--- src/rtl/scan_chain_ctrl.sv ---
// scan_chain_ctrl
//   Multi-chain scan register with a command-driven capture/shift/update
//   sequencer. Each chain is a WIDTH-bit shift register plus a WIDTH-bit
//   shadow register. All chains shift in lockstep. A single accepted command
//   can capture parallel D, shift LEN bits, and/or update the shadow Q.
//
// Ports
//   CLK        rising-edge clock
//   RST        synchronous reset, active-high
//   CMD_VALID  command request
//   CMD_READY  controller idle; a command is accepted on VALID & READY
//   CMD_CAP    capture D into the shift registers before shifting
//   CMD_UPD    copy the shift registers into Q after shifting
//   CMD_LEN    number of shift cycles (values above WIDTH clamp to WIDTH)
//   SI         serial input, bit c feeds chain c
//   SO         serial output, bit 0 of each chain's shift register
//   D          capture data, chain c at [c*WIDTH +: WIDTH]
//   Q          shadow outputs, same packing as D
//   BUSY       high whenever the sequencer is not idle
//   DONE       one-cycle pulse while the sequencer is in its final state
module scan_chain_ctrl #(
    parameter int                 WIDTH     = 8,
    parameter int                 CHAINS    = 1,
    parameter int                 LEN_W     = 4,
    parameter logic [WIDTH-1:0]   RESET_VAL = '0
) (
    input  logic                       CLK,
    input  logic                       RST,
    input  logic                       CMD_VALID,
    output logic                       CMD_READY,
    input  logic                       CMD_CAP,
    input  logic                       CMD_UPD,
    input  logic [LEN_W-1:0]           CMD_LEN,
    input  logic [CHAINS-1:0]          SI,
    output logic [CHAINS-1:0]          SO,
    input  logic [CHAINS*WIDTH-1:0]    D,
    output logic [CHAINS*WIDTH-1:0]    Q,
    output logic                       BUSY,
    output logic                       DONE
);

    typedef enum logic [2:0] {
        IDLE,
        CAPTURE,
        SHIFT,
        UPDATE,
        FIN
    } state_t;

    state_t                         state_q, state_d;
    logic [LEN_W-1:0]               cnt_q, cnt_d;
    logic                           upd_q, upd_d;
    logic                           done_q, done_d;
    logic [CHAINS-1:0][WIDTH-1:0]   sr_q, sr_d;
    logic [CHAINS-1:0][WIDTH-1:0]   sh_q, sh_d;
    logic [LEN_W-1:0]               len_clamped;

    // Lengths beyond the chain width would only push the same bits further
    // out, so they are clamped to a full replacement of the chain.
    assign len_clamped = (CMD_LEN > LEN_W'(WIDTH)) ? LEN_W'(WIDTH) : CMD_LEN;

    assign CMD_READY = (state_q == IDLE);
    assign BUSY      = (state_q != IDLE);
    assign DONE      = done_q;
    assign Q         = sh_q;

    always_comb begin
        for (int c = 0; c < CHAINS; c++) begin
            SO[c] = sr_q[c][0];
        end
    end

    // Next-state and datapath logic. Skipped phases cost no cycles, so every
    // exit point chooses the next non-empty phase directly.
    always_comb begin
        state_d = state_q;
        cnt_d   = cnt_q;
        upd_d   = upd_q;
        sr_d    = sr_q;
        sh_d    = sh_q;

        case (state_q)
            IDLE: begin
                if (CMD_VALID) begin
                    upd_d = CMD_UPD;
                    cnt_d = len_clamped;
                    if (CMD_CAP) begin
                        state_d = CAPTURE;
                    end else if (len_clamped != '0) begin
                        state_d = SHIFT;
                    end else if (CMD_UPD) begin
                        state_d = UPDATE;
                    end else begin
                        state_d = FIN;
                    end
                end
            end
            CAPTURE: begin
                sr_d = D;
                if (cnt_q != '0) begin
                    state_d = SHIFT;
                end else if (upd_q) begin
                    state_d = UPDATE;
                end else begin
                    state_d = FIN;
                end
            end
            SHIFT: begin
                for (int c = 0; c < CHAINS; c++) begin
                    sr_d[c] = {SI[c], sr_q[c][WIDTH-1:1]};
                end
                // The counter holds the number of shifts still to do,
                // including the one happening this cycle.
                if (cnt_q == LEN_W'(1)) begin
                    state_d = upd_q ? UPDATE : FIN;
                end else begin
                    cnt_d = cnt_q - LEN_W'(1);
                end
            end
            UPDATE: begin
                sh_d    = sr_q;
                state_d = FIN;
            end
            FIN: begin
                state_d = IDLE;
            end
            default: begin
                state_d = IDLE;
            end
        endcase

        done_d = (state_d == FIN);
    end

    always_ff @(posedge CLK) begin
        if (RST) begin
            state_q <= IDLE;
            cnt_q   <= '0;
            upd_q   <= 1'b0;
            done_q  <= 1'b0;
            sr_q    <= '0;
            for (int c = 0; c < CHAINS; c++) begin
                sh_q[c] <= RESET_VAL;
            end
        end else begin
            state_q <= state_d;
            cnt_q   <= cnt_d;
            upd_q   <= upd_d;
            done_q  <= done_d;
            sr_q    <= sr_d;
            sh_q    <= sh_d;
        end
    end

endmodule

--- config.mk ---
export PLATFORM = sky130hd
export DESIGN_NAME = scan_chain_ctrl
export DESIGN_NICKNAME = d
export VERILOG_FILES = /design/src/rtl/scan_chain_ctrl.sv
export SDC_FILE = /design/constraint.sdc
export NUM_CORES = 1
export LEC_CHECK = 0
export CORE_MARGIN = 4
export CORE_UTILIZATION = 40
export DETAILED_ROUTE_END_ITERATION = 10
export GPL_TIMING_DRIVEN = 0
export PLACE_DENSITY = 0.66
export SETUP_SLACK_MARGIN = 0.05
export SLEW_MARGIN = 15
export SYNTH_ARGS = -nofsm -noshare
export SYNTH_HDL_FRONTEND = slang
export SYNTH_SLANG_ARGS = --single-unit
--- constraint.sdc ---
create_clock -name CLK -period 1.9 [get_ports CLK]
set_input_delay 0.19 -clock CLK [delete_from_list [all_inputs] [get_ports CLK]]
set_output_delay 0.19 -clock CLK [all_outputs]
set_load 0.01 [all_outputs]
==> results.sh, run 1 <==
export IMPL_outcome="finished clean"
export IMPL_grt_overflow=0
export IMPL_hold_class="input port to flip-flop"
export IMPL_cts_hold_buf=0
export IMPL_grt_pass1_wl_um=4890
export IMPL_dp_final_hpwl_um=2290
export IMPL_layout_drive_gt1_share_pct=10.5
export IMPL_drt_iter0_markers=61
export IMPL_start_kind="flip-flop"
export IMPL_rsz0062_at_grt="no"
export IMPL_chipWidth_um=65.1
export IMPL_numCtsBuffers=3
export IMPL_clock_fmax_ghz=0.578
export IMPL_grt_max_degree=14
export IMPL_clock_path_buffers=2
export IMPL_cts_tree="built"
export IMPL_drv_cap=0
export IMPL_clk_pin_slew_ns=0.13
export IMPL_max_vdd_ir_drop_v=0.000436
export IMPL_hold_violations=0
export IMPL_synth_xor_area_share_pct=0
export IMPL_cts_sinks=25
export IMPL_h_tree_depth=1
export IMPL_io_pins=30
export IMPL_setup_violations_final=0
export IMPL_core_area_sq_mm=0.00308
export IMPL_cellPowerDensity_mw_per_mm2=1050
export IMPL_die_h_um=65.1
export IMPL_grt_total_usage_pct=14.4
export IMPL_start_util_pct=42.4
export IMPL_tightest_slew_ns=0.525
export IMPL_grt_pass1_vias=1088
export IMPL_post_cts_resize_count=3
export IMPL_layout_nets=193
export IMPL_diodes=0
export IMPL_skew_ns=0.00152
export IMPL_vias=1191
export IMPL_yosys_area_share_adder_pct=2.88
export IMPL_syn_instance_count=138
export IMPL_layout_area_overhead_vs_synth_pct=28.9
export IMPL_first_pass_iters=4
export IMPL_finalWirelength_um=3050
export IMPL_ys_seq_area_share_pct=38.4
export IMPL_dieArea_sq_mm=0.00424
export IMPL_io_buffers=29
export IMPL_arrival_ns=1.54
export IMPL_path_max_fanout=10
export IMPL_gp_congestion=0.928
export IMPL_syn_area_per_cell_sq_um=9.46
export IMPL_antenna_found_initial=0
export IMPL_rrSetupSlack_ns=0.20
export IMPL_root_buffer="clkbuf_4"
export IMPL_relSlewSlack_pct=64.7
export IMPL_syn_area_sq_mm=0.00131
export IMPL_synth_yosys_warnings=0
export IMPL_yosys_area_share_simple_pct=27.4
export IMPL_synth_cell_type_count=37
export IMPL_synthMuxAreaShare_pct=8.44
export IMPL_crit_path_end_kind="output port"
export IMPL_fin_crit_sh_pct=91.0
export IMPL_final_common_cell="clkdlybuf4s50_1"
export IMPL_ys_ff_latch=25
export IMPL_synth_compound_area_share_pct=16.9
export IMPL_cp_required_ns=1.71
export IMPL_slew_violations=0
export IMPL_wl_per_cell_um=14.2
export IMPL_setup_tns_ns=0
export IMPL_fin_crit_ns=1.73
export IMPL_power_mw=1.77
export IMPL_path_class="flip-flop to output port"
export IMPL_dpl_cell_area_sq_mm=0.00165
export IMPL_drc=0
export IMPL_ant_nets=0
export IMPL_placement_rows=20
export IMPL_avgViaCountPerCell=5.54
export IMPL_cts_setup_buffers=0
export IMPL_syn_nets=159
export IMPL_leakage_nw=0.662
export IMPL_synth_top_family_by_area="simple AND/OR/NAND/NOR gates"
export IMPL_final_cell_mix="27 x clkdlybuf4s50_1, 24 x dfxtp_1, 15 x nor3_1"
export IMPL_insertion_delay_ns=0.30
export IMPL_final_area_sq_mm=0.00168
## power by group
| part | total, mW | internal (mW) | switching [mW] |
|---|---|---|---|
| clock | 0.231 | 0.0818 | 0.150 |
| sequential | 0.752 | 0.642 | 0.110 |
| combinational | 0.785 | 0.395 | 0.389 |
| total | 1.77 | 1.12 | 0.649 |
## metal layers
| metal | part of all wire, % | global-route usage (%) | wire length (um) | vias up |
|---|---|---|---|---|
| met5 | 0 | 0 | 0 | - |
| met4 | 1.3 | 4.92 | 39 | 0 |
| met3 | 3.8 | 1.88 | 117 | 4 |
| met2 | 47 | 24.4 | 1430 | 35 |
| met1 | 48 | 18.8 | 1460 | 564 |
| li1 | - | - | - | 588 |
## flip-flops by register name (all words and copies together) (netlist names)
signal and cells:
Q 8, DONE 1, state_q 3, sr_q 8, upd_q 1, cnt_q 4
## worst max-delay path, cell delays in order, from the launching register on
cell,delay [ns]
dfxtp_2,0.37
buf_4,0.17
or3_1,0.37
inv_1,0.06
dlygate4sd2_1,0.26
## cell type report
cell class                      instances  area, sq um
Fill cell                             297         1400
Multi-Input combinational cell         98          732
Sequential cell                        25          502
Timing Repair Buffer                   29          288
Buffer                                  9         56.3
Tap cell                               44         55.1
Clock buffer                            4         26.3
Inverter                                6         22.5
## synthesized netlist by cell type, drive strengths merged
library cell / number / area (sq um)
or3: 3 / 23.8
nor2: 14 / 52.6
nor2b: 3 / 18.8
o311ai: 2 / 17.5
nand2b: 4 / 25.0
o32ai: 3 / 26.3
buf: 6 / 45.0
or2: 2 / 15.0
a21oi: 2 / 10.0
nand4b: 1 / 8.76
a221oi: 1 / 8.76
nand2: 2 / 7.51
nor3b: 2 / 31.3
nor4b: 1 / 15.0
o22ai: 8 / 50.1
or4: 2 / 15.0
nor4bb: 1 / 10.0
or3b: 2 / 17.5
o211a: 1 / 10.0
nor4: 2 / 12.5
a2111oi: 5 / 62.6
a311oi: 1 / 8.76
dfxtp: 25 / 500
nand3b: 4 / 30.0
a211o: 2 / 17.5
o2bb2ai: 1 / 8.76
nor3: 15 / 75.1
mux2i: 11 / 110
inv: 6 / 22.5
ha: 3 / 37.5
clkbuf: 3 / 11.3
## cell families after synthesis
kind of cell,Yosys count
buffers and inverters,15
adders and majority gates,3
muxes,11
AOI/OAI and AO/OA,26
and+or+nand+nor,58
DFF,25
## through the flow
stage	hold slack [ns]	utilization, %	instances	worst slack [ns]
global placement	0.473	53.6	211	0.0425
finish	0.469	54.6	215	0.171
global route	0.472	54.6	215	0.0930
floorplan	0.337	-	138	0.425
CTS	0.453	54.4	215	0.132
detailed placement	0.483	53.6	211	0.0182
## final timing paths
kind	start	to	cells after the start
worst min-delay path	D[7]	sr_q[7]$_SDFFE_PP0P_	3
worst max register to register	cnt_q[1]$_SDFFE_PP0P_	cnt_q[1]$_SDFFE_PP0P_	5
worst min register to register	Q[1]$_SDFFE_PP0P_	Q[1]$_SDFFE_PP0P_	2
worst max-delay path	state_q[1]$_SDFF_PP0_	CMD_READY	4
(Power assumes the default switching activity.)
==> inputs of run 2 (changes only) <==
--- a/config.mk
+++ b/config.mk
@@ -6,10 +6,11 @@
 export NUM_CORES = 1
 export LEC_CHECK = 0
 export CORE_MARGIN = 4
-export CORE_UTILIZATION = 40
+export CORE_UTILIZATION = 45
 export DETAILED_ROUTE_END_ITERATION = 10
 export GPL_TIMING_DRIVEN = 0
-export PLACE_DENSITY = 0.66
+export HOLD_SLACK_MARGIN = 0.1
+export PLACE_DENSITY = 0.73
 export SETUP_SLACK_MARGIN = 0.05
 export SLEW_MARGIN = 15
 export SYNTH_ARGS = -nofsm -noshare
==> run 2 against run 1 <==
  * Final area decreased by 0.22%
  * Register-to-register slack about the same
  * Non-clock buffer count unchanged
  * Via count increased by 1.5%
  * First-iteration DRC count increased by 26%
  * Clock power increased by 8%
  * Power increased by 3.3%
  * Maximum frequency decreased by 1.4%
  * Sequential cell count unchanged
  * Combinational power increased by 4.2%
  * Clock skew about the same
  * Final cell count decreased by 6.0%
  * Critical path type unchanged
==> results.sh, run 2 (synthesized netlist as in run 1, its figures left out) <==
export IMPL_setup_tns_ns=0
export IMPL_cp_required_ns=1.71
export IMPL_leakage_nw=0.662
export IMPL_gp_congestion=0.915
export IMPL_clk_pin_slew_ns=0.14
export IMPL_finalWirelength_um=3340
export IMPL_first_pass_iters=4
export IMPL_arrival_ns=1.56
export IMPL_root_buffer="clkbuf_4"
export IMPL_layout_nets=193
export IMPL_crit_path_end_kind="output port"
export IMPL_antenna_found_initial=0
export IMPL_cts_tree="built"
export IMPL_placement_rows=19
export IMPL_rsz0062_at_grt="no"
export IMPL_drt_iter0_markers=77
export IMPL_final_cell_mix="27 x clkdlybuf4s50_1, 24 x dfxtp_1, 15 x nor3_1"
export IMPL_clock_fmax_ghz=0.570
export IMPL_cts_hold_buf=0
export IMPL_final_common_cell="clkdlybuf4s50_1"
export IMPL_holdWs_ns=0.445
export IMPL_start_kind="flip-flop"
export IMPL_numCtsBuffers=3
export IMPL_cts_setup_buffers=0
export IMPL_cellPowerDensity_mw_per_mm2=1090
export IMPL_grt_pass1_vias=1217
export IMPL_chipWidth_um=61.9
export IMPL_start_util_pct=47.3
export IMPL_cts_sinks=25
export IMPL_insertion_delay_ns=0.33
export IMPL_layout_drive_gt1_share_pct=11.1
export IMPL_dieArea_sq_mm=0.00383
export IMPL_clock_path_buffers=2
export IMPL_layout_area_overhead_vs_synth_pct=28.6
export IMPL_hold_violations=0
export IMPL_path_class="flip-flop to output port"
export IMPL_drv_cap=0
export IMPL_vias=1209
export IMPL_skew_ns=0.00196
export IMPL_grt_pass1_wl_um=5470
export IMPL_grt_total_usage_pct=19.3
export IMPL_drc=0
export IMPL_max_vdd_ir_drop_v=0.000955
export IMPL_outcome="finished clean"
export IMPL_die_h_um=61.9
export IMPL_relSlewSlack_pct=64.3
export IMPL_h_tree_depth=1
export IMPL_setup_violations_final=0
export IMPL_diodes=0
export IMPL_slew_violations=0
export IMPL_fin_crit_ns=1.75
export IMPL_ant_nets=0
export IMPL_grt_overflow=0
export IMPL_io_buffers=29
export IMPL_io_pins=30
export IMPL_path_max_fanout=10
export IMPL_min_path_cells=3
export IMPL_grt_max_degree=16
export IMPL_tightest_slew_ns=0.534
export IMPL_hold_class="input port to flip-flop"
export IMPL_r2r_cells=5
export IMPL_dp_final_hpwl_um=2480
export IMPL_fin_crit_sh_pct=92.3
export IMPL_avgViaCountPerCell=5.99
export IMPL_core_area_sq_mm=0.00276
export IMPL_wl_per_cell_um=16.5
[run 2: cell count changes in the layout (fill, tap and decap cells not counted), sizes merged]
| cell | delta |
|---|---|
| clkinvlp | +1 |
| clkbuf | -1 |
[run 2: worst paths after layout]
path                          from                    end  slack (ns)
min reg2reg      Q[3]$_SDFFE_PP0P_      Q[3]$_SDFFE_PP0P_        0.52
max reg2reg  cnt_q[1]$_SDFFE_PP0P_  cnt_q[1]$_SDFFE_PP0P_        0.20
max          state_q[1]$_SDFF_PP0_              CMD_READY        0.15
min                             SI   sr_q[7]$_SDFFE_PP0P_        0.44
[run 2: area by class of cell]
cell class / instances / area (sq um)
clock buffers: 3 / 22.5
fillers: 246 / 1080
plain buffers: 9 / 56.3
repair buffers: 29 / 288
flip-flops and latches: 25 / 502
multi-input cells: 98 / 741
inverters: 6 / 22.5
clock inverters: 1 / 7.51
well taps: 31 / 38.8
[run 2: critical path, stage by stage (launching register included)]
cell and delay [ns]:
dfxtp_2 0.38, buf_4 0.18, or3_1 0.37, inv_1 0.06, dlygate4sd2_1 0.26
[run 2: repair_timing]
item | 4_1_cts | 5_1_grt
gates resized for setup | 4 | 1
setup endpoints to repair | 3 | 1
pin swaps | 0 | 0
[run 2: where the power goes]
group / switching [mW] / internal, mW
Sequential: 0.118 / 0.642
Clock: 0.168 / 0.0807
Combinational: 0.414 / 0.404
Total: 0.700 / 1.13
[run 2: per-stage QoR]
step | std cells | utilization [%] | worst slack, ns | instance area, sq um | power [mW]
2_1_floorplan | 138 | - | 0.425 | 1310 | 1.31
5_1_grt | 202 | 60.8 | 0.0675 | 1680 | 1.96
3_3_place_gp | 198 | 59.3 | 0.0435 | 1630 | 1.53
3_5_place_dp | 198 | 59.3 | -0.000923 | 1630 | 1.57
4_1_cts | 202 | 60.5 | 0.139 | 1670 | 1.82
6_report | 202 | 60.8 | 0.147 | 1680 | 1.83
[run 2: per-layer routing]
metal | part of all wire (%) | global-route usage, %
met5 | 0 | 0
met4 | 0.69 | 5.45
met3 | 7.8 | 5.17
met2 | 51 | 32.1
met1 | 41 | 24.4
==> inputs of run 3 (changes only) <==
--- a/config.mk
+++ b/config.mk
@@ -5,12 +5,12 @@
 export SDC_FILE = /design/constraint.sdc
 export NUM_CORES = 1
 export LEC_CHECK = 0
+export CAP_MARGIN = 30
 export CORE_MARGIN = 4
-export CORE_UTILIZATION = 45
+export CORE_UTILIZATION = 49
 export DETAILED_ROUTE_END_ITERATION = 10
-export GPL_TIMING_DRIVEN = 0
 export HOLD_SLACK_MARGIN = 0.1
-export PLACE_DENSITY = 0.73
+export PLACE_DENSITY = 0.78
 export SETUP_SLACK_MARGIN = 0.05
 export SLEW_MARGIN = 15
 export SYNTH_ARGS = -nofsm -noshare
==> run 3 against run 2 <==
  * Register-to-register slack got worse by 0.04 ns
  * Clock-buffer cell count unchanged
  * Sequential share of layout area increased by 0.71 points
  * Critical path depth increased by 2
  * Clock skew increased by 0.0034 ns
  * First-iteration DRC count decreased by 42%
  * Power decreased by 1.8%
  * Clock power decreased by 2%
  * Final cell count decreased by 2.0%
==> results.sh, run 3 (synthesized netlist as in run 1, its figures left out) <==
export IMPL_outcome="finished clean"
export IMPL_layout_drive_gt1_share_pct=12.5
export IMPL_tightest_slew_ns=0.507
export IMPL_final_area_sq_mm=0.00167
export IMPL_avgViaCountPerCell=6.01
export IMPL_cts_sinks=25
export IMPL_final_common_cell="clkdlybuf4s50_1"
export IMPL_relSlewSlack_pct=65.4
export IMPL_chipWidth_um=59.6
export IMPL_rrSetupSlack_ns=0.16
export IMPL_root_buffer="clkbuf_4"
export IMPL_arrival_ns=1.99
export IMPL_rsz0062_at_grt="no"
export IMPL_path_max_fanout=5
export IMPL_fin_crit_sh_pct=91.8
export IMPL_antenna_found_initial=0
export IMPL_dp_final_hpwl_um=2220
export IMPL_cts_hold_buf=0
export IMPL_slew_violations=0
export IMPL_hold_class="input port to flip-flop"
export IMPL_clock_fmax_ghz=0.574
export IMPL_final_core_util_pct=66.9
export IMPL_start_util_pct=52.2
export IMPL_layout_area_overhead_vs_synth_pct=28.1
export IMPL_wl_per_cell_um=15.5
export IMPL_cts_tree="built"
export IMPL_first_pass_iters=4
export IMPL_leakage_nw=0.677
export IMPL_cp_required_ns=2.15
export IMPL_placement_rows=18
export IMPL_gp_congestion=0.860
export IMPL_insertion_delay_ns=0.33
export IMPL_grt_pass1_vias=1128
export IMPL_io_pins=30
export IMPL_hold_violations=0
export IMPL_drc=0
export IMPL_fin_crit_ns=1.74
export IMPL_start_kind="flip-flop"
export IMPL_clk_pin_slew_ns=0.14
export IMPL_layout_nets=190
export IMPL_final_cell_mix="27 x clkdlybuf4s50_1, 22 x dfxtp_1, 15 x nor3_1"
export IMPL_dpl_cell_area_sq_mm=0.00161
export IMPL_grt_total_usage_pct=18.5
export IMPL_die_h_um=59.6
export IMPL_h_tree_depth=1
export IMPL_power_mw=1.79
export IMPL_numCtsBuffers=3
export IMPL_drv_cap=0
export IMPL_diodes=0
export IMPL_path_class="flip-flop to flip-flop"
export IMPL_drt_iter0_markers=45
export IMPL_vias=1189
export IMPL_grt_max_degree=31
export IMPL_setup_violations_final=0
export IMPL_finalWirelength_um=3060
export IMPL_io_buffers=29
export IMPL_skew_ns=0.00532
export IMPL_dieArea_sq_mm=0.00355
export IMPL_cellPowerDensity_mw_per_mm2=1070
export IMPL_crit_path_end_kind="flip-flop"
export IMPL_setup_tns_ns=0
export IMPL_core_area_sq_mm=0.00250
export IMPL_clock_path_buffers=2
export IMPL_max_vdd_ir_drop_v=0.000673
export IMPL_ant_nets=0
export IMPL_grt_overflow=0
export IMPL_grt_pass1_wl_um=5020
==> run 3: cell types whose count changed in the layout (fill, tap and decap cells not counted), sizes merged <==
cell,change
clkbuf,-3
clkinv,+1
clkinvlp,-1
dlygate4sd2,-1
dlymetal6s2s,+1
==> run 3: through the flow <==
stage,setup slack (ns),cells,hold WS (ns)
after floorplan,0.425,138,0.337
after global placement,0.198,192,0.474
after detailed placement,0.124,192,0.490
after CTS,0.110,198,0.449
after global routing,0.0776,198,0.455
final,0.157,198,0.442
==> run 3: cell type report <==
class / instances / area, sq um
clock buffer: 3 / 22.5
clock inverter: 1 / 5.00
fill: 205 / 828
inverter: 6 / 22.5
multi-input combinational: 98 / 736
sequential: 25 / 512
tap: 30 / 37.5
timing repair buffer: 35 / 337
==> run 3: worst max-delay path: stages, from the launching register on <==
cell      delay [ns]
dfxtp_1         0.38
inv_1           0.09
ha_1            0.21
nor4bb_1        0.13
buf_4           0.16
or3_4           0.39
a221oi_1        0.29
==> run 3: power breakdown <==
part | switching, mW | internal [mW]
registers | 0.107 | 0.646
clock network | 0.165 | 0.0791
logic | 0.399 | 0.399
==> run 3: routing by layer <==
layer	up-vias	global-route usage [%]	part of all wire (%)
met5	-	0	0
met4	0	8.54	2.2
met3	7	3.27	6.6
met2	41	30.4	49
met1	559	23.3	42
li1	582	-	-
==> run 3: path summary, 6_finish.rpt <==
check,start,endpoint,depth (start not counted)
setup / recovery,cnt_q[1]$_SDFFE_PP0P_,cnt_q[1]$_SDFFE_PP0P_,6
hold / removal,D[7],sr_q[7]$_SDFFE_PP0P_,3
setup reg to reg,cnt_q[1]$_SDFFE_PP0P_,cnt_q[1]$_SDFFE_PP0P_,6
hold reg to reg,Q[4]$_SDFFE_PP0P_,Q[4]$_SDFFE_PP0P_,2
==> run 3: repair_timing <==
| action | CTS | global route |
|---|---|---|
| endpoints found under the setup margin | 2 | 4 |
| buffers inserted | 2 | 0 |
| gates resized for setup | 6 | 5 |
